<file path="src/rtl/proc_pkg.sv">
// rtl/proc_pkg.sv - shared datapath constants for the 8-bit processor
package proc_pkg;

  // Default operand width shared with the ALU.
  localparam int DATA_W = 8;

  // Operand mux selection modes.
  localparam logic MODE_FIXED = 1'b0;
  localparam logic MODE_RR    = 1'b1;

endpackage

</file>
<file path="src/rtl/rr_pick.sv">
// rtl/rr_pick.sv - combinational priority pick with a rotating start index
module rr_pick #(
  parameter int NCH  = 4,
  parameter int SELW = $clog2(NCH)
) (
  input  logic [NCH-1:0]  req,
  input  logic [SELW-1:0] start,
  output logic [SELW-1:0] gnt_idx,
  output logic            gnt_vld
);

  // Walk the requesters from start upward, wrapping by explicit compare so a
  // non power-of-two NCH never visits a nonexistent channel.
  always_comb begin
    int idx;
    gnt_vld = 1'b0;
    gnt_idx = '0;
    idx     = int'(start);
    if (idx >= NCH) idx = 0;
    for (int k = 0; k < NCH; k++) begin
      if (!gnt_vld && req[idx]) begin
        gnt_vld = 1'b1;
        gnt_idx = SELW'(idx);
      end
      idx = (idx == NCH - 1) ? 0 : idx + 1;
    end
  end

endmodule

</file>
<file path="src/rtl/arb_mux.sv">
// rtl/arb_mux.sv - N-channel operand mux with fixed or round-robin select
module arb_mux
  import proc_pkg::*;
#(
  parameter int WIDTH = DATA_W,
  parameter int NCH   = 4,
  parameter int SELW  = $clog2(NCH)
) (
  input  logic                  clk,
  input  logic                  rst,
  input  logic [NCH-1:0]        in_valid,
  input  logic [NCH*WIDTH-1:0]  in_data,
  output logic [NCH-1:0]        in_ready,
  input  logic                  mode,
  input  logic [SELW-1:0]       sel,
  output logic                  out_valid,
  output logic [WIDTH-1:0]      out_data,
  output logic [SELW-1:0]       out_chan,
  input  logic                  out_ready
);

  logic             out_valid_q, out_valid_d;
  logic [WIDTH-1:0] out_data_q,  out_data_d;
  logic [SELW-1:0]  out_chan_q,  out_chan_d;
  logic [SELW-1:0]  rr_ptr_q,    rr_ptr_d;

  logic [SELW-1:0]  rr_idx;
  logic             rr_vld;
  logic             fix_vld;
  logic [SELW-1:0]  gnt_idx;
  logic             gnt_vld;
  logic             can_load;
  logic             xfer;
  logic [WIDTH-1:0] gnt_data;

  rr_pick #(
    .NCH  (NCH),
    .SELW (SELW)
  ) u_rr_pick (
    .req     (in_valid),
    .start   (rr_ptr_q),
    .gnt_idx (rr_idx),
    .gnt_vld (rr_vld)
  );

  // Fixed-mode grant: a sel beyond the last channel simply never matches.
  always_comb begin
    fix_vld = 1'b0;
    for (int i = 0; i < NCH; i++) begin
      if (int'(sel) == i) fix_vld = in_valid[i];
    end
  end

  assign gnt_idx  = (mode == MODE_FIXED) ? sel     : rr_idx;
  assign gnt_vld  = (mode == MODE_FIXED) ? fix_vld : rr_vld;
  assign can_load = !out_valid_q || out_ready;
  assign xfer     = !rst && can_load && gnt_vld;

  // One-hot accept toward the granted producer, silent during reset.
  always_comb begin
    in_ready = '0;
    for (int i = 0; i < NCH; i++) begin
      if (xfer && int'(gnt_idx) == i) in_ready[i] = 1'b1;
    end
  end

  // Route the granted channel's word toward the output register.
  always_comb begin
    gnt_data = '0;
    for (int i = 0; i < NCH; i++) begin
      if (int'(gnt_idx) == i) gnt_data = in_data[i*WIDTH +: WIDTH];
    end
  end

  // Output register and pointer next state: load wins over drain, stall holds.
  always_comb begin
    out_valid_d = out_valid_q;
    out_data_d  = out_data_q;
    out_chan_d  = out_chan_q;
    rr_ptr_d    = rr_ptr_q;
    if (xfer) begin
      out_valid_d = 1'b1;
      out_data_d  = gnt_data;
      out_chan_d  = gnt_idx;
      if (mode == MODE_RR) begin
        rr_ptr_d = (gnt_idx == SELW'(NCH - 1)) ? '0 : gnt_idx + SELW'(1);
      end
    end else if (out_valid_q && out_ready) begin
      out_valid_d = 1'b0;
    end
  end

  // State registers with synchronous reset.
  always_ff @(posedge clk) begin
    if (rst) begin
      out_valid_q <= 1'b0;
      out_data_q  <= '0;
      out_chan_q  <= '0;
      rr_ptr_q    <= '0;
    end else begin
      out_valid_q <= out_valid_d;
      out_data_q  <= out_data_d;
      out_chan_q  <= out_chan_d;
      rr_ptr_q    <= rr_ptr_d;
    end
  end

  assign out_valid = out_valid_q;
  assign out_data  = out_data_q;
  assign out_chan  = out_chan_q;

endmodule

</file>
<file path="config.mk">
export PLATFORM = sky130hd
export DESIGN_NAME = arb_mux
export DESIGN_NICKNAME = d
export VERILOG_FILES = /design/src/rtl/proc_pkg.sv /design/src/rtl/rr_pick.sv /design/src/rtl/arb_mux.sv
export SDC_FILE = /design/constraint.sdc
export NUM_CORES = 1
export LEC_CHECK = 0
export BUFFER_PORTS_ARGS = -buffer_cell sky130_fd_sc_hd__buf_2
export CAP_MARGIN = 25
export CORE_ASPECT_RATIO = 0.9
export CORE_MARGIN = 8
export CORE_UTILIZATION = 29
export CTS_BUF_LIST = sky130_fd_sc_hd__clkbuf_16
export DETAILED_ROUTE_END_ITERATION = 8
export HOLD_SLACK_MARGIN = 0.1
export SYNTH_ARGS = -nofsm -noshare
export SYNTH_HDL_FRONTEND = slang
export SYNTH_HIERARCHICAL = 1
export SYNTH_SLANG_ARGS = --single-unit
export TNS_END_PERCENT = 30
</file>
<file path="constraint.sdc">
create_clock -name clk -period 3 [get_ports clk]
set_input_delay 0.3 -clock clk [delete_from_list [all_inputs] [get_ports clk]]
set_output_delay 0.3 -clock clk [all_outputs]
set_load 0.005 [all_outputs]
</file>
# == Yosys cells after proc, flatten, opt, wreduce, memory -nomap -nowiden ==
# Index checks and enable logic that the tools add are counted.
# word_totals
ram_bits,0
inputBits,42
elab_cells,81
latchBits,0
rom_bits,0
register_bits,13
output_inout_bits,15
mem_count,0
# classes
shift,0
bitwise_logic,0
multipliers,0
addsub,4
eq_ne,10
mux,39
n_lt_le_gt_ge,4
div_mod_pow,0
n_reduce_logical,20
# ops
operator,count
"32-bit by 4-bit less-than comparator with 1-bit output, second input constant",3
32-bit two-way mux,3
"32-bit by 2-bit adder with 32-bit output, second input constant",2
"32-bit by 3-bit == test with 1-bit output, second input constant",2
8-bit two-way mux,4
1-bit two-way mux,22
2-bit two-way mux,6
"2-bit == test, second input constant",5
1-bit logical AND,10
1-bit binary-select mux with 2-bit select,4
"2-bit by 1-bit == test with 1-bit output, second input constant",3
1-bit logical NOT,5
2-bit logical NOT,2
"2-bit by 1-bit adder with 3-bit output, second input constant",1
"2-bit by 3-bit less-than comparator with 1-bit output, second input constant",1
"2-bit by 1-bit adder with 2-bit output, second input constant",1
2-bit AND reduction,1
2-bit nonzero test,1
1-bit logical OR,1

# == Longest topological paths before layout ==
# Gate-level depths: netlist of the first run.
# depth
ltp_word,19
ltp_mapped,15
mapped_depth_nobuf,13

# == Cells and area by module ==
# The synthesis of the first run kept the hierarchy.
# modules_own_cells
mod,instances,area_per_inst_um2,cells_each,seq_area_each_um2
arb_mux,1,875.8,100,260.2
rr_pick,1,457.9,68,0.0

# == Worst setup path before layout of the first run ==
# Ideal clock, no wire load.
# synth_path
path_type,register to register
from,register rr_ptr_q[1]
to,register out_data_q[3] (netlist: out_data[3])
setup_time_ps,121
t_required_ps,2879
slack_ps,-114
period_less_slack_ps,3114
n_path_buf,2
arrival_time_ps,2992
path_stages_with_launch,16
path_cell_list,dfxtp_1 ha_1 buf_4 inv_1 nand2_1 a2111oi_0 o31ai_1 a32o_1 mux2i_1 inv_1 ha_1 nand2b_1 clkbuf_1 o22ai_1 a21oi_1 mux2_4
# synth_via
elab_chain_cells,19
elab_cells_between_ends,45
classes_between,add/sub: 3; eq/ne: 6; mux: 28; reduce/logical: 8
# synth_rtl
element,line,rtl
from (decl),arb_mux.sv:25,"logic [SELW-1:0] rr_ptr_q, rr_ptr_d;"
from (signal assigned),arb_mux.sv:104,rr_ptr_q <= rr_ptr_d;
branches (longest 12 deep; another with 32-bit by 2-bit adder with 32-bit output),-,
2-bit two-way mux *,rr_pick.sv:21,if (!gnt_vld && req[idx]) begin
net rr_idx[1],arb_mux.sv:27,logic [SELW-1:0] rr_idx;
2-bit two-way mux *,arb_mux.sv:54,assign gnt_idx = (mode == MODE_FIXED) ? sel : rr_idx;
net gnt_idx[1],arb_mux.sv:30,logic [SELW-1:0] gnt_idx;
2-bit logical NOT,arb_mux.sv:71,if (int'(gnt_idx) == i) gnt_data = in_data[i*WIDTH +: WIDTH];
8-bit two-way mux (3 in series),arb_mux.sv:71,
8-bit two-way mux *,arb_mux.sv:71,
to (signal assigned),arb_mux.sv:102,out_data_q <= out_data_d;
to (decl),arb_mux.sv:23,"logic [WIDTH-1:0] out_data_q, out_data_d;"
# Mark *: on every way through the listed nets, which the timed path passes. The select of a mux whose other input is x is not followed.
# A chain may end at the register's enable or synchronous reset.

# == Worst setup path in the final report of the first run ==
# layout_path
from,register rr_ptr_q[0]
to,output port in_ready[3]
# layout_via
elab_chain_cells,17
elab_cells_between_ends,40
classes_between,add/sub: 3; eq/ne: 4; mux: 25; reduce/logical: 8
# layout_rtl
element,line,rtl
branches (longest 12 deep; another with 32-bit by 2-bit adder with 32-bit output),-,
2-bit two-way mux *,rr_pick.sv:21,
net rr_idx[1],arb_mux.sv:27,
2-bit two-way mux *,arb_mux.sv:54,
net gnt_idx[1],arb_mux.sv:30,
2-bit by 1-bit == test with 1-bit output *,arb_mux.sv:63,if (xfer && int'(gnt_idx) == i) in_ready[i] = 1'b1;
1-bit logical AND *,arb_mux.sv:63,
1-bit two-way mux *,arb_mux.sv:63,
to (decl),arb_mux.sv:13,"output logic [NCH-1:0] in_ready,"
# Marked as above.

==> results of run 1 <==
per-layer routing:
metal	vias up	share of wire	GRT usage	routed length, um
met5	-	0	0	0
met4	0	0.014	0.0274	65
met3	6	0.048	0.0234	218
met2	40	0.51	0.207	2280
met1	713	0.43	0.153	1940
li1	753	-	-	-
cells by family after synthesis:
kind of cell,after synthesis
DFF,13
muxes,20
adders and majority gates,5
AOI/OAI and AO/OA,49
and+or+nand+nor,57
buffers and inverters,24
state kept, by name, summed over array words and instances, names as in the netlist:
signal	cells
rr_ptr_q	2
out_valid	1
out_chan	2
out_data	8
worst max-delay path: stages (launching register included):
cell and delay, ps:
dfxtp_2 340, ha_4 330, inv_2 60, or3_1 330, nand3_2 90, o2111ai_2 130, a32o_1 300, mux2i_2 210
inv_1 90, ha_2 200, buf_6 130, clkinvlp_4 80, nor2_2 30, buf_2 120
cell type report:
class	instances	share of cell area
clock buffer	3	0.0368
clock inverter	1	0.00184
inverter	11	0.0221
multi-input combinational	131	0.543
sequential	13	0.129
tap	62	0.0380
timing repair buffer	76	0.230
worst max path at each step:
stage	start	to	cells past startpoint
after CTS	rr_ptr_q[0]	in_ready[1]	13
final	rr_ptr_q[0]	in_ready[3]	13
after floorplan	rr_ptr_q[0]	out_data[3]	15
after global routing	rr_ptr_q[0]	out_data[5]	16
after global placement	rr_ptr_q[0]	out_data[1]	13
after detailed placement	rr_ptr_q[0]	out_data[5]	13
through the flow:
stage	power (uW)	cell area [um^2]	hold slack (ps)	instances
2_1_floorplan	493	1350	469	168
3_3_place_gp	627	1720	463	285
3_5_place_dp	627	1720	470	285
4_1_cts	903	1870	382	294
5_1_grt	1040	2040	406	297
6_report	966	2040	375	297
layout by cell type, fill, tap and decap left out, types with 5 or more instances in the layout:
master	netlist	routed
buf_2	4	56
buf_4	2	13
nor2_1	13	12
nand2_1	13	12
dfxtp_1	13	11
inv_1	11	9
nor2b_1	10	9
mux2i_1	10	7
a22oi_1	7	7
o22ai_2	0	7
a21oi_1	11	7
mux2_2	5	5
o211ai_1	5	5
buf_6	2	5
power by group:
group / switching [uW] / total [uW] / internal (uW)
registers: 14.2 / 219 / 205
clock network: 74.7 / 251 / 176
logic: 241 / 496 / 255
total: 330 / 966 / 636
what timing repair did:
item / 4_1_cts / 5_1_grt
gates resized for setup: 10 / 33
setup buffers: 5 / 3
endpoints found under the setup margin: 12 / 12
pin swaps: 1 / 10
hold endpoints to repair: 0 / 0
gates cloned: 0 / 0
==> metrics.yaml, run 1 <==
antenna_found_initial: 0
postSynthCellCount: 168
crit_path_end_kind: "output pin"
track_usage: 0.121
area_growth_pct: 53.0
post-route-util: 0.460
synth_compound_gate_area_share: 0.252
hp-class: "input port to register"
insertion_delay_ps: 240
initial_core_util: 0.301
gp_routability_congestion: 0.852
wire_per_inst_um: 15.2
core_um2: 4430
ys_top_cells_by_area: "dfxtp_1, mux2i_1, ha_1"
synthSimpleGateAreaFrac: 0.229
hold_viol: 0
synth_nets: 215
root_buffer: "clkbuf_16"
fill_cells: 452
slew_headroom: 0.741
multi_input_area_um2: 1110
vias_per_cell: 5.09
yosys.area.top_type: "dfxtp_1"
synth_top_family_by_area: "compound AO/OA/AOI/OAI gates"
worstHoldPathCells: 4
grt_max_degree: 16
syn_area_um2: 1330
synthTopCellsByCount: "dfxtp_1, nand2_1, nor2_1"
n_antenna_cell: 0
synth_top_flop_cell: "dfxtp_1"
h-tree-depth: 1
tightest_slew_ps: 386
synth_top_area_share: 0.195
drive_above_1_share: 0.528
place_ws_ps: -149
drtAntennaViolNets: 0
yosys.area_share.xor_xnor: 0
finalClockSkew_ps: 1.10
synth_seq_cells: 13
p_leak_uw: 0.000905
ios: 57
row_count: 23
num-nets-final: 283
dpl.hpwl_mm: 3.19
critPathKind: "register to output pin"
regArea_um2: 263
max_cap_violations: 0
grt_pass1_wl_mm: 6.96
whs_endpoint: "out_valid"
fin_crit_ps: 2980
fin_tns_setup_ps: 0
powerDensity_nw_per_um2: 473
via_count: 1512
dieHeight_um: 80.3
peakVddDrop_v: 0.000269
first_iter_violations: 81
critPathLaunchType: "register"
synth_edf_count: 0
yosysSeqAreaShare: 0.195
clk_pin_slew_ps: 50
grt_pass1_vias: 1479
setup_slack_ps: 15.1
max_freq_mhz: 335
synth.avg_cell_area_um2: 7.94
grt-ovfl-total: 0
synth-adder-area-share: 0.0469
r2r_end: "out_data[5]"
reg2regPathDepth: 16
die_w_um: 87.5
synthMuxAreaShare: 0.176
numPortBuffers: 56
rsz0062_at_grt: "true"
rrSetupSlack_ps: 30
synthArstFlopShare: 0
routed_wl_mm: 4.51
required_ps: 2700
fin_crit_sh: 0.995
worstPathArrival_ps: 2680
detail_route.first_pass.iterations: 6
finalMaxSlewViolations: 0
yosys_warnings: 6
cts_hold_buffers: 0
cts_buffer_depth: 2
ys_types: 45
cts.sinks: 13
critPathMaxFanout: 7
r2r_start: "rr_ptr_q[0]"
setup_violations: 0
die_area_um2: 7030
tritoncts: "done"
status: "completed"
cts_made_buffers: 3
worstHoldStart: "out_ready"
drc: 0
Note: power is estimated with default switching activity, not from simulation.
==> run 2, diff against run 1 <==
RECOVER_POWER = 100   (was unset)
SYNTH_HIERARCHICAL = unset   (was 1)
==> run 2 against run 1 <==
Effect of this change: the run now ends with setup timing left; sequential power decreased by 6%; area after synthesis decreased by 11%; synthesized cell count is 15% lower; clock-buffer cell count unchanged; global-route usage decreased by 0.68 points; sequential share of layout area up 1.5 points; setup slack lost 140 ps; critical path depth shrank 2; final cell count decreased by 13%; maximum frequency down 4.4%; die area shrank 8.8%; via count is 14% lower; highest routed layer unchanged.
==> metrics.yaml, run 2 <==
insertion_delay_ps: 240  # about the same
dpl.hpwl_mm: 2.86  # was 3.19 mm
status: "finished, violations left"  # was completed
yosys_warnings: 0  # was 6
required_ps: 2700  # about the same
setup_slack_ps: -121  # was 15.1 ps
hold_slack_ps: 368  # was 375 ps
hold_viol: 0  # unchanged
root_buffer: "clkbuf_16"  # unchanged
row_count: 22  # was 23
track_usage: 0.114  # was 0.121
cts_hold_buffers: 0  # unchanged
gp_routability_congestion: 0.840  # was 0.852
wire_per_inst_um: 15.2  # about the same
cpLargestDelayFamily: "simple AND/OR/NAND/NOR gates"  # was adder cells
core_um2: 4020  # was 4430 um^2
max_freq_mhz: 320  # was 335 MHz
initial_core_util: 0.296  # was 0.301
met1_length_mm: 1.86  # was 1.94 mm
grt-ovfl-total: 0  # unchanged
dieHeight_um: 76.8  # was 80.3 um
fin_area_um2: 1820  # was 2040 um^2
finalMaxSlewViolations: 0  # unchanged
mostFrequentLayoutCell: "buf_2"  # unchanged
synth.avg_cell_area_um2: 8.38  # was 7.94 um^2
ios: 57  # unchanged
first_iter_violations: 94  # was 81
slowest_delay_ps: 400  # was 340 ps
grt_pass1_vias: 1337  # was 1479
synth_top_area_share: 0.219  # was 0.195
synthTopCellsByCount: "nor2_1, dfxtp_1, a21oi_1, mux2i_1, a211oi_1"  # was dfxtp_1, nand2_1, nor2_1
cts.sinks: 13  # unchanged
hp-class: "input port to register"  # unchanged
worstPathArrival_ps: 2820  # was 2680 ps
fin_crit_ps: 3120  # was 2980 ps
num-nets-final: 257  # was 283
powerDensity_nw_per_um2: 449  # was 473 nW/um^2
drive_above_1_share: 0.478  # was 0.528
slew_headroom: 0.352  # was 0.741
yosysSeqAreaShare: 0.219  # was 0.195
via_count: 1305  # was 1512
area_growth_pct: 53.1  # was 53.0%
cts_buffer_depth: 2  # unchanged
route.met3.wl_um: 221  # was 218 um
fin_cells: 257  # was 297
critPathKind: "register to output pin"  # unchanged
vias_per_cell: 5.08  # was 5.09
largest_register_ffs: 8  # unchanged
die_area_um2: 6410  # was 7030 um^2
cts_made_buffers: 3  # unchanged
critPathLaunchType: "register"  # unchanged
critPathBufInv: 3  # was 5
synthArstFlopShare: 0  # unchanged
crit_path_end_kind: "output pin"  # unchanged
wl_met2_mm: 1.78  # was 2.28 mm
tightest_slew_ps: 970  # was 386 ps
layout_common_cells: "buf_2, nor2_1, buf_4, dfxtp_1, mux2i_1"  # was buf_2, buf_4, nor2_1, nand2_1, dfxtp_1
p_leak_uw: 0.000789  # was 0.000905 uW
setup_violations: 7  # was 0
synth_nets: 189  # was 215
placed_cell_area_um2: 1540  # was 1720 um^2
routed_wl_mm: 3.91  # was 4.51 mm
fin_tns_setup_ps: -370  # was 0 ps
drc: 0  # unchanged
top_layer_used: "met4"  # unchanged
cp_cell_sequence: "ha_4, mux2i_1, nor2_1, or3_4, o41ai_4, a2bb2oi_4, inv_1, buf_4, ha_4, and2_1, buf_2"  # was ha_4, inv_2, or3_1, nand3_2, o2111ai_2, a32o_1, mux2i_2, inv_1, ha_2, buf_6, clkinvlp_4, nor2_2, buf_2
postSynthCellCount: 142  # was 168
ys_types: 43  # was 45
synth_edf_count: 0  # unchanged
synth_top_flop_cell: "dfxtp_1"  # unchanged
detail_route.first_pass.iterations: 4  # was 6
grt_pass1_wl_mm: 6.30  # was 6.96 mm
synth_most_common_cell: "nor2_1"
place_ws_ps: -143  # was -149 ps
numPortBuffers: 56  # unchanged
rsz0062_at_grt: "true"  # unchanged
peakVddDrop_v: 0.000194  # was 0.000269 V
yosys.area.top_type: "dfxtp_1"  # unchanged
fin_crit_sh: 1.04  # was 0.995
finalClockSkew_ps: 5.55  # was 1.10 ps
ys_top_cells_by_area: "dfxtp_1, mux2i_1, a211oi_1"  # was dfxtp_1, mux2i_1, ha_1
cpMaxStageDelayCell: "or3_4"  # was dfxtp_2
n_antenna_cell: 0  # unchanged
syn_area_um2: 1190  # was 1330 um^2
drtAntennaViolNets: 0  # unchanged
dpl.cell_count: 248  # was 285
die_w_um: 83.5  # was 87.5 um
violations: "setup timing"
cp_common_cell: "ha_4"
grt_max_degree: 25  # was 16
tritoncts: "done"  # unchanged
max_cap_violations: 0  # unchanged
critPathMaxFanout: 11  # was 7
antenna_found_initial: 0  # unchanged
synth_seq_cells: 13  # unchanged
clk_pin_slew_ps: 50  # about the same
h-tree-depth: 1  # unchanged
==> run 2: worst reg2reg max path, cell delays in order, from the launching register on <==
cell and delay (ps):
dfxtp_2 330, ha_4 280, mux2i_1 180, nor2_1 70, or3_4 400, o311a_4 390, a2bb2oi_4 190, ha_4 160
nor2b_2 150, buf_6 130, buf_4 130, a221oi_2 230, nor3_1 70, a21oi_1 120, a211oi_1 80
==> run 2: routing by layer <==
| metal | global-route usage | up-vias |
|---|---|---|
| met1 | 0.151 | 590 |
| met5 | 0 | - |
| met4 | 0.0397 | 0 |
| li1 | - | 666 |
| met3 | 0.0264 | 5 |
| met2 | 0.177 | 44 |
==> run 2: stage by stage <==
| step | util | power [uW] |
|---|---|---|
| after floorplan | - | 393 |
| after global placement | 0.383 | 494 |
| after detailed placement | 0.383 | 495 |
| after CTS | 0.430 | 780 |
| after global routing | 0.453 | 865 |
| final | 0.453 | 818 |
==> run 2: cell type report <==
class / instances / area (um^2)
clock buffer: 3 / 75.1
clock inverter: 1 / 3.75
fill: 407 / 2200
inverter: 5 / 18.8
multi-input combinational: 113 / 985
sequential: 13 / 263
tap: 48 / 60.1
timing repair buffer: 74 / 417
==> run 2: report_power, final <==
group	internal [uW]	total (uW)	switching, uW
Sequential	194	205	11.7
Clock	176	250	74.3
Combinational	182	362	180
==> run 2: kinds of logic (layout without fill, tap and decap cells) <==
group	after synthesis	count (layout)	share of synthesized area
AOI/OAI and AO/OA	42	42	0.282
adders and majority gates	5	5	0.0526
muxes	12	12	0.113
DFF	13	13	0.219
and+or+nand+nor	54	54	0.243
buffers and inverters	16	83	0.0915
==> run 2: final timing paths <==
| path | start | to | slack, ps | cells after the start |
|---|---|---|---|---|
| worst max-delay path | rr_ptr_q[0] | in_ready[3] | -120 | 11 |
| worst min-delay path | out_ready | out_valid | 370 | 3 |
| worst max register to register | rr_ptr_q[0] | out_data[4] | -100 | 14 |
| worst min register to register | out_chan[1] | out_chan[1] | 490 | 2 |
==> run 2: what timing repair did <==
item | in CTS | in global routing
setup buffers | 4 | 1
endpoints found under the setup margin | 11 | 12
pin swaps | 3 | 5
resized for setup | 13 | 17
==> run 3, diff against run 2 <==
CORE_MARGIN = unset   (was 8)
clock period = 3.7 ns   (was 3 ns; I/O delays follow)
==> run 3 against run 2 <==
Effect of this change: the run now ends clean; non-clock buffer count decreased by 15; highest routed layer unchanged; register-to-register slack improved by 540 ps; sequential cell count unchanged; hold slack improved by 65 ps; combinational power decreased by 41%; setup slack improved by 400 ps; largest power group unchanged; sequential share of layout area increased by 2.5 points; clock skew decreased by 1.8 ps.
==> metrics.yaml, run 3 (same netlist as run 2, synthesis figures left out) <==
detail_route.first_pass.iterations: 4  # unchanged
insertion_delay_ps: 240  # about the same
setup_violations: 0  # was 7
grt_pass1_wl_mm: 5.18  # was 6.30 mm
max_freq_mhz: 293
met3_usage: 0.0258  # was 0.0264
n_antenna_cell: 0  # unchanged
internal_power_uw: 401  # was 552 uW
crit_path_start: "rr_ptr_q[1]"  # was rr_ptr_q[0]
required_ps: 3330  # was 2700 ps
num-nets-final: 242  # was 257
status: "completed"  # was finished, violations left
initial_core_util: 0.312  # was 0.296
finalClockSkew_ps: 3.75  # was 5.55 ps
switchingPower_uw: 183  # was 266 uW
cts.sinks: 13  # unchanged
finalMaxSlewViolations: 0  # unchanged
critPathLaunchType: "register"  # unchanged
tritoncts: "done"  # unchanged
dieHeight_um: 62.8  # was 76.8 um
layout_common_cells: "buf_2, nor2_1, dfxtp_1, a21oi_1, mux2i_1"  # was buf_2, nor2_1, buf_4, dfxtp_1, mux2i_1
largest_register_ffs: 8  # unchanged
die_area_um2: 4360  # was 6410 um^2
clk_pin_slew_ps: 50  # about the same
gp_routability_congestion: 0.850  # was 0.840
powerDensity_nw_per_um2: 381  # was 449 nW/um^2
cts_made_buffers: 3  # unchanged
routed_wl_mm: 3.15  # was 3.91 mm
grt_pass1_vias: 1069  # was 1337
critPathKind: "register to output pin"  # unchanged
drtAntennaViolNets: 0  # unchanged
post-route-util: 0.403  # was 0.453
hold_viol: 0  # unchanged
grt_max_degree: 25  # unchanged
p_sw_frac: 0.313  # was 0.325
cts_setup_buffers: 0  # was 4
clkPwrFrac: 0.350  # was 0.306
row_count: 21  # was 22
rsz0062_at_grt: "false"  # was true
worstHoldStart: "out_ready"  # unchanged
p_seq_frac: 0.284  # was 0.251
track_usage: 0.145  # was 0.114
drc: 0  # unchanged
numPortBuffers: 56  # unchanged
cts_hold_buffers: 0  # unchanged
slew_headroom: 0.386  # was 0.352
wire_per_inst_um: 13.1  # was 15.2 um
peakVddDrop_v: 0.000189  # was 0.000194 V
dpl.hpwl_mm: 2.46  # was 2.86 mm
drive_above_1_share: 0.356  # was 0.478
root_buffer: "clkbuf_16"  # unchanged
grt-ovfl-total: 0  # unchanged
tightest_slew_ps: 917  # was 970 ps
fin_tns_setup_ps: 0  # was -370 ps
placed_cell_area_um2: 1460  # was 1540 um^2
cts_buffer_depth: 2  # unchanged
mostFrequentLayoutCell: "buf_2"  # unchanged
met2_usage: 0.231  # was 0.177
r2r_start: "rr_ptr_q[1]"  # was rr_ptr_q[0]
vias_per_cell: 4.93  # was 5.08
p_leak_uw: 0.000691  # was 0.000789 uW
combPwrFrac: 0.367  # was 0.443
via_count: 1182  # was 1305
die_w_um: 69.5  # was 83.5 um
core_um2: 3810  # was 4020 um^2
first_iter_violations: 41  # was 94
fin_area_um2: 1530  # was 1820 um^2
max_cap_violations: 0  # unchanged
use_met1: 0.199  # was 0.151
hp-class: "input port to register"  # unchanged
critPathMaxFanout: 17  # was 11
antenna_found_initial: 0  # unchanged
fin_crit_ps: 3420
crit_path_end_kind: "output pin"  # unchanged
top_usage_layer: "met2"  # unchanged
worstPathArrival_ps: 3050  # was 2820 ps
ios: 57  # unchanged
h-tree-depth: 1  # unchanged
area_growth_pct: 28.9  # was 53.1%
fin_crit_sh: 0.923
ctsResizeCount: 0  # was 13
## run 3: stage by stage
step | hold WS (ps) | setup WS [ps] | power [uW] | instances
after floorplan | 443 | 635 | 319 | 142
after global placement | 465 | 370 | 383 | 236
after detailed placement | 466 | 356 | 382 | 236
after CTS | 434 | 211 | 588 | 240
after global routing | 450 | 35.9 | 621 | 240
final | 433 | 283 | 584 | 240
## run 3: area by class of cell
type,count,area [um^2]
Clock buffer,3,75.1
Clock inverter,1,3.75
Fill cell,386,2280
Inverter,5,18.8
Multi-Input combinational cell,113,822
Sequential cell,13,260
Tap cell,46,57.6
Timing Repair Buffer,59,297
## run 3: final timing paths
check / cells past startpoint / end / slack, ps
max: 10 / in_ready[2] / 280
min: 3 / out_valid / 430
max reg2reg: 12 / out_data[1] / 440
min reg2reg: 2 / out_chan[1] / 470
## run 3: critical path, stage by stage (launching register included)
cell and delay (ps):
dfxtp_1 350, ha_1 440, mux2i_1 210, nor2_1 70, or3_4 380, o311a_1 370
a2bb2oi_2 160, inv_1 80, ha_1 440, and2_1 190, buf_2 110
## run 3: layer usage
metal | up-vias | part of all wire
met3 | 4 | 0.022
met5 | - | 0
met4 | 0 | 0.012
met1 | 534 | 0.49
li1 | 628 | -
met2 | 16 | 0.48
## run 3: power groups by stage
stage	logic [uW]	clock network, uW	registers [uW]
floorplan	150	0	169
CTS	215	208	166
global placement	216	0	168
finish	214	204	166
global route	240	214	168
detailed placement	214	0	168
